**src/rtl/pc_seq_pkg.sv**
```systemverilog
// Shared PC sequencer constants and FSM state encoding.
package pc_seq_pkg;

  localparam int unsigned ISIZE = 32;
  localparam int unsigned PC_INC_DEF = 1;
  localparam logic [ISIZE-1:0] RESET_PC_DEF = '0;

  typedef enum logic [1:0] {
    StBoot     = 2'd0,
    StRun      = 2'd1,
    StStall    = 2'd2,
    StRedirect = 2'd3
  } pc_state_e;

endpackage

```
**src/rtl/pc_stage_reg.sv**
```systemverilog
// One pipeline PC slot: PC register plus valid bit, with hold and clear (bubble) controls.
module pc_stage_reg #(
  parameter int unsigned PC_W = 32
) (
  input  logic            clk,
  input  logic            rst,
  input  logic            hold,
  input  logic            clear,
  input  logic [PC_W-1:0] pc_in,
  input  logic            vld_in,
  output logic [PC_W-1:0] pc,
  output logic            vld
);

  // Clear still loads the address so a bubble carries a meaningful PC for debug.
  always_ff @(posedge clk) begin
    if (rst) begin
      pc  <= '0;
      vld <= 1'b0;
    end else if (clear) begin
      pc  <= pc_in;
      vld <= 1'b0;
    end else if (!hold) begin
      pc  <= pc_in;
      vld <= vld_in;
    end
  end

endmodule

```
**src/rtl/pc_sequencer.sv**
```systemverilog
// Fetch PC owner: next-PC selection, stall/flush control and the IF->ID->EX PC pipeline.
module pc_sequencer
  import pc_seq_pkg::*;
#(
  parameter int unsigned      PC_W     = ISIZE,
  parameter int unsigned      PC_INC   = PC_INC_DEF,
  parameter logic [PC_W-1:0]  RESET_PC = RESET_PC_DEF
) (
  input  logic            clk,
  input  logic            rst,
  input  logic            stall_i,
  input  logic            jmp_i,
  input  logic [PC_W-1:0] jmp_target_i,
  input  logic            br_taken_i,
  input  logic [PC_W-1:0] br_target_i,
  output logic [PC_W-1:0] pc_if_o,
  output logic            pc_if_vld_o,
  output logic [PC_W-1:0] pc_id_o,
  output logic            pc_id_vld_o,
  output logic [PC_W-1:0] pc_ex_o,
  output logic            pc_ex_vld_o,
  output logic            flush_o
);

  pc_state_e       state_q;
  logic [PC_W-1:0] pc_if_q;
  logic            pc_if_vld_q;
  logic            flush_q;

  logic            booting;
  logic            take_br;
  logic            take_jmp;
  logic            redirect;
  logic            do_stall;
  logic [PC_W-1:0] pc_next;

  // Branch is older than the jump in ID, so it wins; nothing is in flight during boot.
  always_comb begin
    booting  = (state_q == StBoot);
    take_br  = !booting && br_taken_i;
    take_jmp = !booting && jmp_i && !br_taken_i;
    redirect = take_br || take_jmp;
    do_stall = !booting && !redirect && stall_i;
    if (take_br) begin
      pc_next = br_target_i;
    end else if (take_jmp) begin
      pc_next = jmp_target_i;
    end else if (booting || do_stall) begin
      pc_next = pc_if_q;
    end else begin
      pc_next = pc_if_q + PC_W'(PC_INC);
    end
  end

  always_ff @(posedge clk) begin
    if (rst) begin
      state_q     <= StBoot;
      pc_if_q     <= RESET_PC;
      pc_if_vld_q <= 1'b0;
      flush_q     <= 1'b0;
    end else begin
      pc_if_q     <= pc_next;
      pc_if_vld_q <= 1'b1;
      flush_q     <= redirect;
      if (redirect) begin
        state_q <= StRedirect;
      end else if (do_stall) begin
        state_q <= StStall;
      end else begin
        state_q <= StRun;
      end
    end
  end

  pc_stage_reg #(
    .PC_W (PC_W)
  ) u_id_stage (
    .clk    (clk),
    .rst    (rst),
    .hold   (do_stall),
    .clear  (redirect),
    .pc_in  (pc_if_q),
    .vld_in (pc_if_vld_q),
    .pc     (pc_id_o),
    .vld    (pc_id_vld_o)
  );

  // Stall bubbles EX; a branch squashes the instruction moving into EX, a jump does not.
  pc_stage_reg #(
    .PC_W (PC_W)
  ) u_ex_stage (
    .clk    (clk),
    .rst    (rst),
    .hold   (1'b0),
    .clear  (do_stall || take_br),
    .pc_in  (pc_id_o),
    .vld_in (pc_id_vld_o),
    .pc     (pc_ex_o),
    .vld    (pc_ex_vld_o)
  );

  assign pc_if_o     = pc_if_q;
  assign pc_if_vld_o = pc_if_vld_q;
  assign flush_o     = flush_q;

endmodule

```
**config.mk**
```make
export PLATFORM = sky130hd
export DESIGN_NAME = pc_sequencer
export DESIGN_NICKNAME = d
export VERILOG_FILES = /design/src/rtl/pc_seq_pkg.sv /design/src/rtl/pc_stage_reg.sv /design/src/rtl/pc_sequencer.sv
export SDC_FILE = /design/constraint.sdc
export NUM_CORES = 1
export LEC_CHECK = 0
export CAP_MARGIN = 20
export CORE_MARGIN = 5
export CORE_UTILIZATION = 42
export DETAILED_ROUTE_END_ITERATION = 8
export PLACE_DENSITY = 0.78
export SYNTH_ARGS = -nofsm -noshare
export SYNTH_HDL_FRONTEND = slang
export SYNTH_SLANG_ARGS = --single-unit
```
**constraint.sdc**
```tcl
create_clock -name clk -period 2.95 [get_ports clk]
set_clock_uncertainty 0.2 [all_clocks]
set_input_delay 0.59 -clock clk [delete_from_list [all_inputs] [get_ports clk]]
set_output_delay 0.59 -clock clk [all_outputs]
set_load 0.01 [all_outputs]
```
Word-level counts from Yosys, hierarchy flattened --
Index checks and enable logic that the tools add are counted.
Storage, ports and cells: register bits 102, bits of input ports 69, output and inout port bits 100
Cells by class: add/subtract/negate cells 1, eq/ne operators 2, multiplexer cells 8, reduce and logical (&&, ||, !) cells 14
Operators by type and width (count):
- $mux 32 | 5
- $add 32x1->32 const B | 1
- $logic_and 1x1->1 | 5
- $mux 2 | 2
- $reduce_or 2->1 | 2
- $logic_not 1->1 | 3
- $logic_or 1x1->1 | 3
- $ne 3x3->1 const B | 1
- $logic_not 2->1 | 1
- $ne 2x2->1 const B | 1
- $mux 1 | 1

Longest topological paths before layout --
word-level depth 12, gate-level depth with buffers 8, depth with buffers taken out 6

Cells and area by module --
From an unflattened synthesis, not the netlist that was laid out.
Unflattened totals: cell total of the unflattened synthesis 647, area total of the unflattened synthesis 5666.7 µm²
Modules (own cells, without submodules):
- pc_stage_reg | times used 2, cells an instance 148, area an instance 1542.7 µm²
- pc_sequencer | times used 1, cells an instance 351, area an instance 2581.2 µm²

Worst setup path before layout --
Ideal clock, no wire load.
path kind register -> register, start reg pc_if_q[2] (netlist: pc_if_o[2]), end reg pc_if_q[21] (netlist: pc_if_o[21]), arrival 2091 ps, data required time 2631 ps, setup slack 540 ps, stages on the path, launching flop included 8, buffers on the path 2, period minus slack after synthesis 2410 ps, cells stage by stage dfxtp_1 > buf_2 > nand4_2 > or4_1 > buf_2 > or3_1 > o21a_1 > o221a_1
On the way: word-level cells in the longest chain between the ends 4
Ends and longest elaborated chain:
- start: declaration | RTL line pc_sequencer.sv:26 | logic [PC_W-1:0] pc_if_q;
- start signal: assignment | RTL line pc_sequencer.sv:62 | pc_if_q <= pc_next;
- $add 32x1->32 | RTL line pc_sequencer.sv:51 | pc_next = pc_if_q + PC_W'(PC_INC);
- $mux 32 | RTL line pc_sequencer.sv:48 | end else if (booting || do_stall) begin
- $mux 32 | RTL line pc_sequencer.sv:46 | end else if (take_jmp) begin
- $mux 32 | RTL line pc_sequencer.sv:44 | if (take_br) begin
Every way passes these cells. The select of a mux whose other input is x is not followed. A chain may end at the register's enable or synchronous reset.

Final worst setup path --
start reg pc_if_q[0] (netlist: pc_if_o[0]), end reg pc_if_q[28] (netlist: pc_if_o[28])
Same word-level chain as after synthesis.

==> impl_metrics.tcl <==
set metrics [dict create \
    outcome "finished clean" \
    vias_per_cell 5.468 \
    start_util_pct 43.33 \
    syn_area_mm2 0.004493 \
    cts_hold_buf 0 \
    firstDrtPassIters 6 \
    yosys_warnings 0 \
    top_layer "met4" \
    arrival_ns 2.80 \
    drcViolationCount 0 \
    numPlacedInstances 803 \
    die_h_um 113.4 \
    htree_levels 3 \
    globalRouteTotalUtil_pct 22.13 \
    nets 748 \
    cts_setup_buffers 0 \
    grt_pass1_vias 4561 \
    wl_met1_um 6166 \
    rows 37 \
    fin_crit_sh_pct 92.66 \
    setup_viol_count_final 0 \
    cp-end-kind "flip-flop" \
    timing.rr.start "pc_if_o[0]" \
    cp_num_buf_inv 0 \
    die_w_um 113.4 \
    num_antenna_cells 0 \
    cts_resized 0 \
    areaGrowthSynthToFinish_pct 46.73 \
    pwr_density_cell_mw_per_mm2 512.5 \
    path_cells "ha_1 -> nand4_1 -> or3_1 -> nor3_1 -> a31oi_1 -> o221a_2" \
    fin_cells 819 \
    synth.avg_cell_area_um2 8.724 \
    worstSetupStartpoint "pc_if_o[0]" \
    total_power_w 0.003379 \
    dp_hpwl_um 10630 \
    grt-ovfl-total 0 \
    coreArea_mm2 0.01037 \
    clock-sinks 102 \
    hold_violations 0 \
    cp_slowest_cell "or3_1" \
    whs_path_depth 1 \
    cellLeakagePower_nw 2.393 \
    min_period_ns 2.734 \
    clk_latency_ns 0.37 \
    ios 169 \
    syn_inst 515 \
    ys_ff_latch 102 \
    crit_path_max_incr_delay_ns 0.53 \
    tns_ns 0 \
    grt_pass1_wl_um 23100 \
    yosysUniqueCellTypes 49 \
    num_vias 4478 \
    hp-start "u_id_stage.pc[31]" \
    synth.area.top_cells "dfxtp_1 (45%), mux2i_1 (8.0%), nor2_1 (5.6%), nor2b_1 (4.5%), a21oi_1 (3.3%)" \
    seq_area_frac_synth_pct 45.45 \
    irDropWorstVdd_v 0.0002789 \
    port-buffer-count 168 \
    r2r_setup_slack_ns 0.22 \
    start_kind "flip-flop" \
    required_ns 3.01 \
    clockBufferDepth 2 \
    drtIter0Drc 254 \
    clk_pin_slew_ns 0.10 \
    cts_tree "built" \
    worstSetupPathType "flip-flop to flip-flop" \
    drv_slew 0 \
    gp_congestion 0.8478 \
    ant_nets 0 \
    die_area_mm2 0.01287 \
    cts_buffers 9 \
    synthFlopType "dfxtp_1" \
    regToRegEndpoint "pc_if_o[28]" \
    hold_slack_ns 0.2825 \
    rsz0062_at_grt "no" \
    synth_nets 585 \
    holdPathEnd "u_ex_stage.pc[31]" \
    drive_above_1_share_pct 6.735 \
    final_common_cell "clkdlybuf4s50_1" \
    yosys.area.top_type "dfxtp_1" \
    root_buffer "clkbuf_8" \
    fmax_mhz 365.8 \
    final_cell_area_mm2 0.006593 \
    wl_um 14360 \
    async_flop_share_pct 0 \
    synth_top_cell_area_share_pct 45.45 \
    cap_viol_max_count 0 \
    dr_wl_met3_um 1112 \
    hold_class "flip-flop to flip-flop" \
    place_area_mm2 0.006371 \
    relSlewSlack_pct 47.02 \
    crit_fanout 8 \
    wl_per_cell_um 17.54 \
    grt_max_degree 50 \
    layout_common_cells "clkdlybuf4s50_1 (167), dfxtp_1 (102), nor2_1 (67), nand2_1 (38), mux2i_1 (36)" \
    rr_worst_depth 6 \
    antenna_found_initial 0 \
    synth_edf_count 0 \
    crit_family "simple AND/OR/NAND/NOR gates" \
    wl_met2_um 6841 \
    worst_slew_pin_slew_ns 0.7874 \
]
-- worst reg2reg max path, cell delays in order (launching register included) --
cell and delay (ns):
dfxtp_1 0.51, ha_1 0.26, nand4_1 0.24, or3_1 0.53
nor3_1 0.47, a31oi_1 0.15, o221a_2 0.26
-- synthesized netlist by cell type, types with 2 or more instances --
cell type and count:
o21ai_0 12, a22oi_1 13, xnor2_1 13, nor2b_1 32, nor3_1 11, or4_1 3, buf_1 3, or2_2 2
o22a_1 2, a221oi_1 2, or3_1 3, nor4_1 14, dfxtp_1 102, a21oi_1 30, clkbuf_1 34, nand3_1 11
o211ai_1 3, a21o_1 2, and4_1 2, nor3b_1 2, o31ai_1 2, o22ai_1 7, buf_2 2, a211o_1 8
inv_1 4, o21a_1 3, nand4_1 9, o221ai_1 2, o31a_1 2, o211a_1 2, mux2i_1 36, xor2_1 3
nand3b_1 4, nand2_1 38, a31oi_1 7, o32ai_1 8, nor2_1 67, and3_1 4
-- how the worst max path moves through the flow --
stage               slack (ns)           to  depth (start not counted)
floorplan                 0.54  pc_if_o[21]                          7
global placement          0.31   pc_if_o[8]                          6
detailed placement        0.25   pc_if_o[8]                          6
CTS                       0.25  pc_if_o[28]                          6
global route              0.10  pc_if_o[28]                          6
finish                    0.22  pc_if_o[28]                          6
-- layout make-up --
class                           count  area (um2)
Clock buffer                       10       137.6
Clock inverter                      6       83.83
Sequential cell                   102        2042
Tap cell                          136       170.2
Timing Repair Buffer              191        1852
Inverter                            5       18.77
Multi-Input combinational cell    369        2288
Fill cell                         894        3777
-- per-layer routing --
| metal | vias up | GRT usage [%] |
|---|---|---|
| li1 | 2166 | - |
| met1 | 2111 | 28.09 |
| met2 | 182 | 36.41 |
| met3 | 19 | 5.305 |
| met4 | 0 | 8.654 |
| met5 | - | 0 |
-- through the flow --
step           setup WS [ns]  util (%)
2_1_floorplan         0.5399         -
3_3_place_gp          0.3081     61.44
3_5_place_dp          0.2458     61.44
4_1_cts               0.2537     63.57
5_1_grt               0.1007     63.57
6_report              0.2165     63.57
-- where the power goes --
part | switching, W | internal, W
Combinational | 0.000363 | 0.000428
Clock | 0.000493 | 0.000500
Sequential | 0.000116 | 0.00148
-- registers in the layout, indices dropped and copies added, names as in the netlist --
name,cells
pc_if_o,32
flush_o,1
u_id_stage.vld,1
state_q,2
pc_if_vld_o,1
u_ex_stage.vld,1
u_ex_stage.pc,32
u_id_stage.pc,32
-- logic make-up after synthesis --
logic type | after synthesis | synth area share, %
AOI/OAI and AO/OA | 111 | 16.76
xor gates and xnor gates | 16 | 3.119
adders and majority gates | 1 | 0.2784
buffers and inverters | 44 | 3.731
DFF | 102 | 45.45
muxes | 36 | 8.020
and+or+nand+nor | 205 | 22.64
No activity file was read; power rests on OpenSTA's default activity.
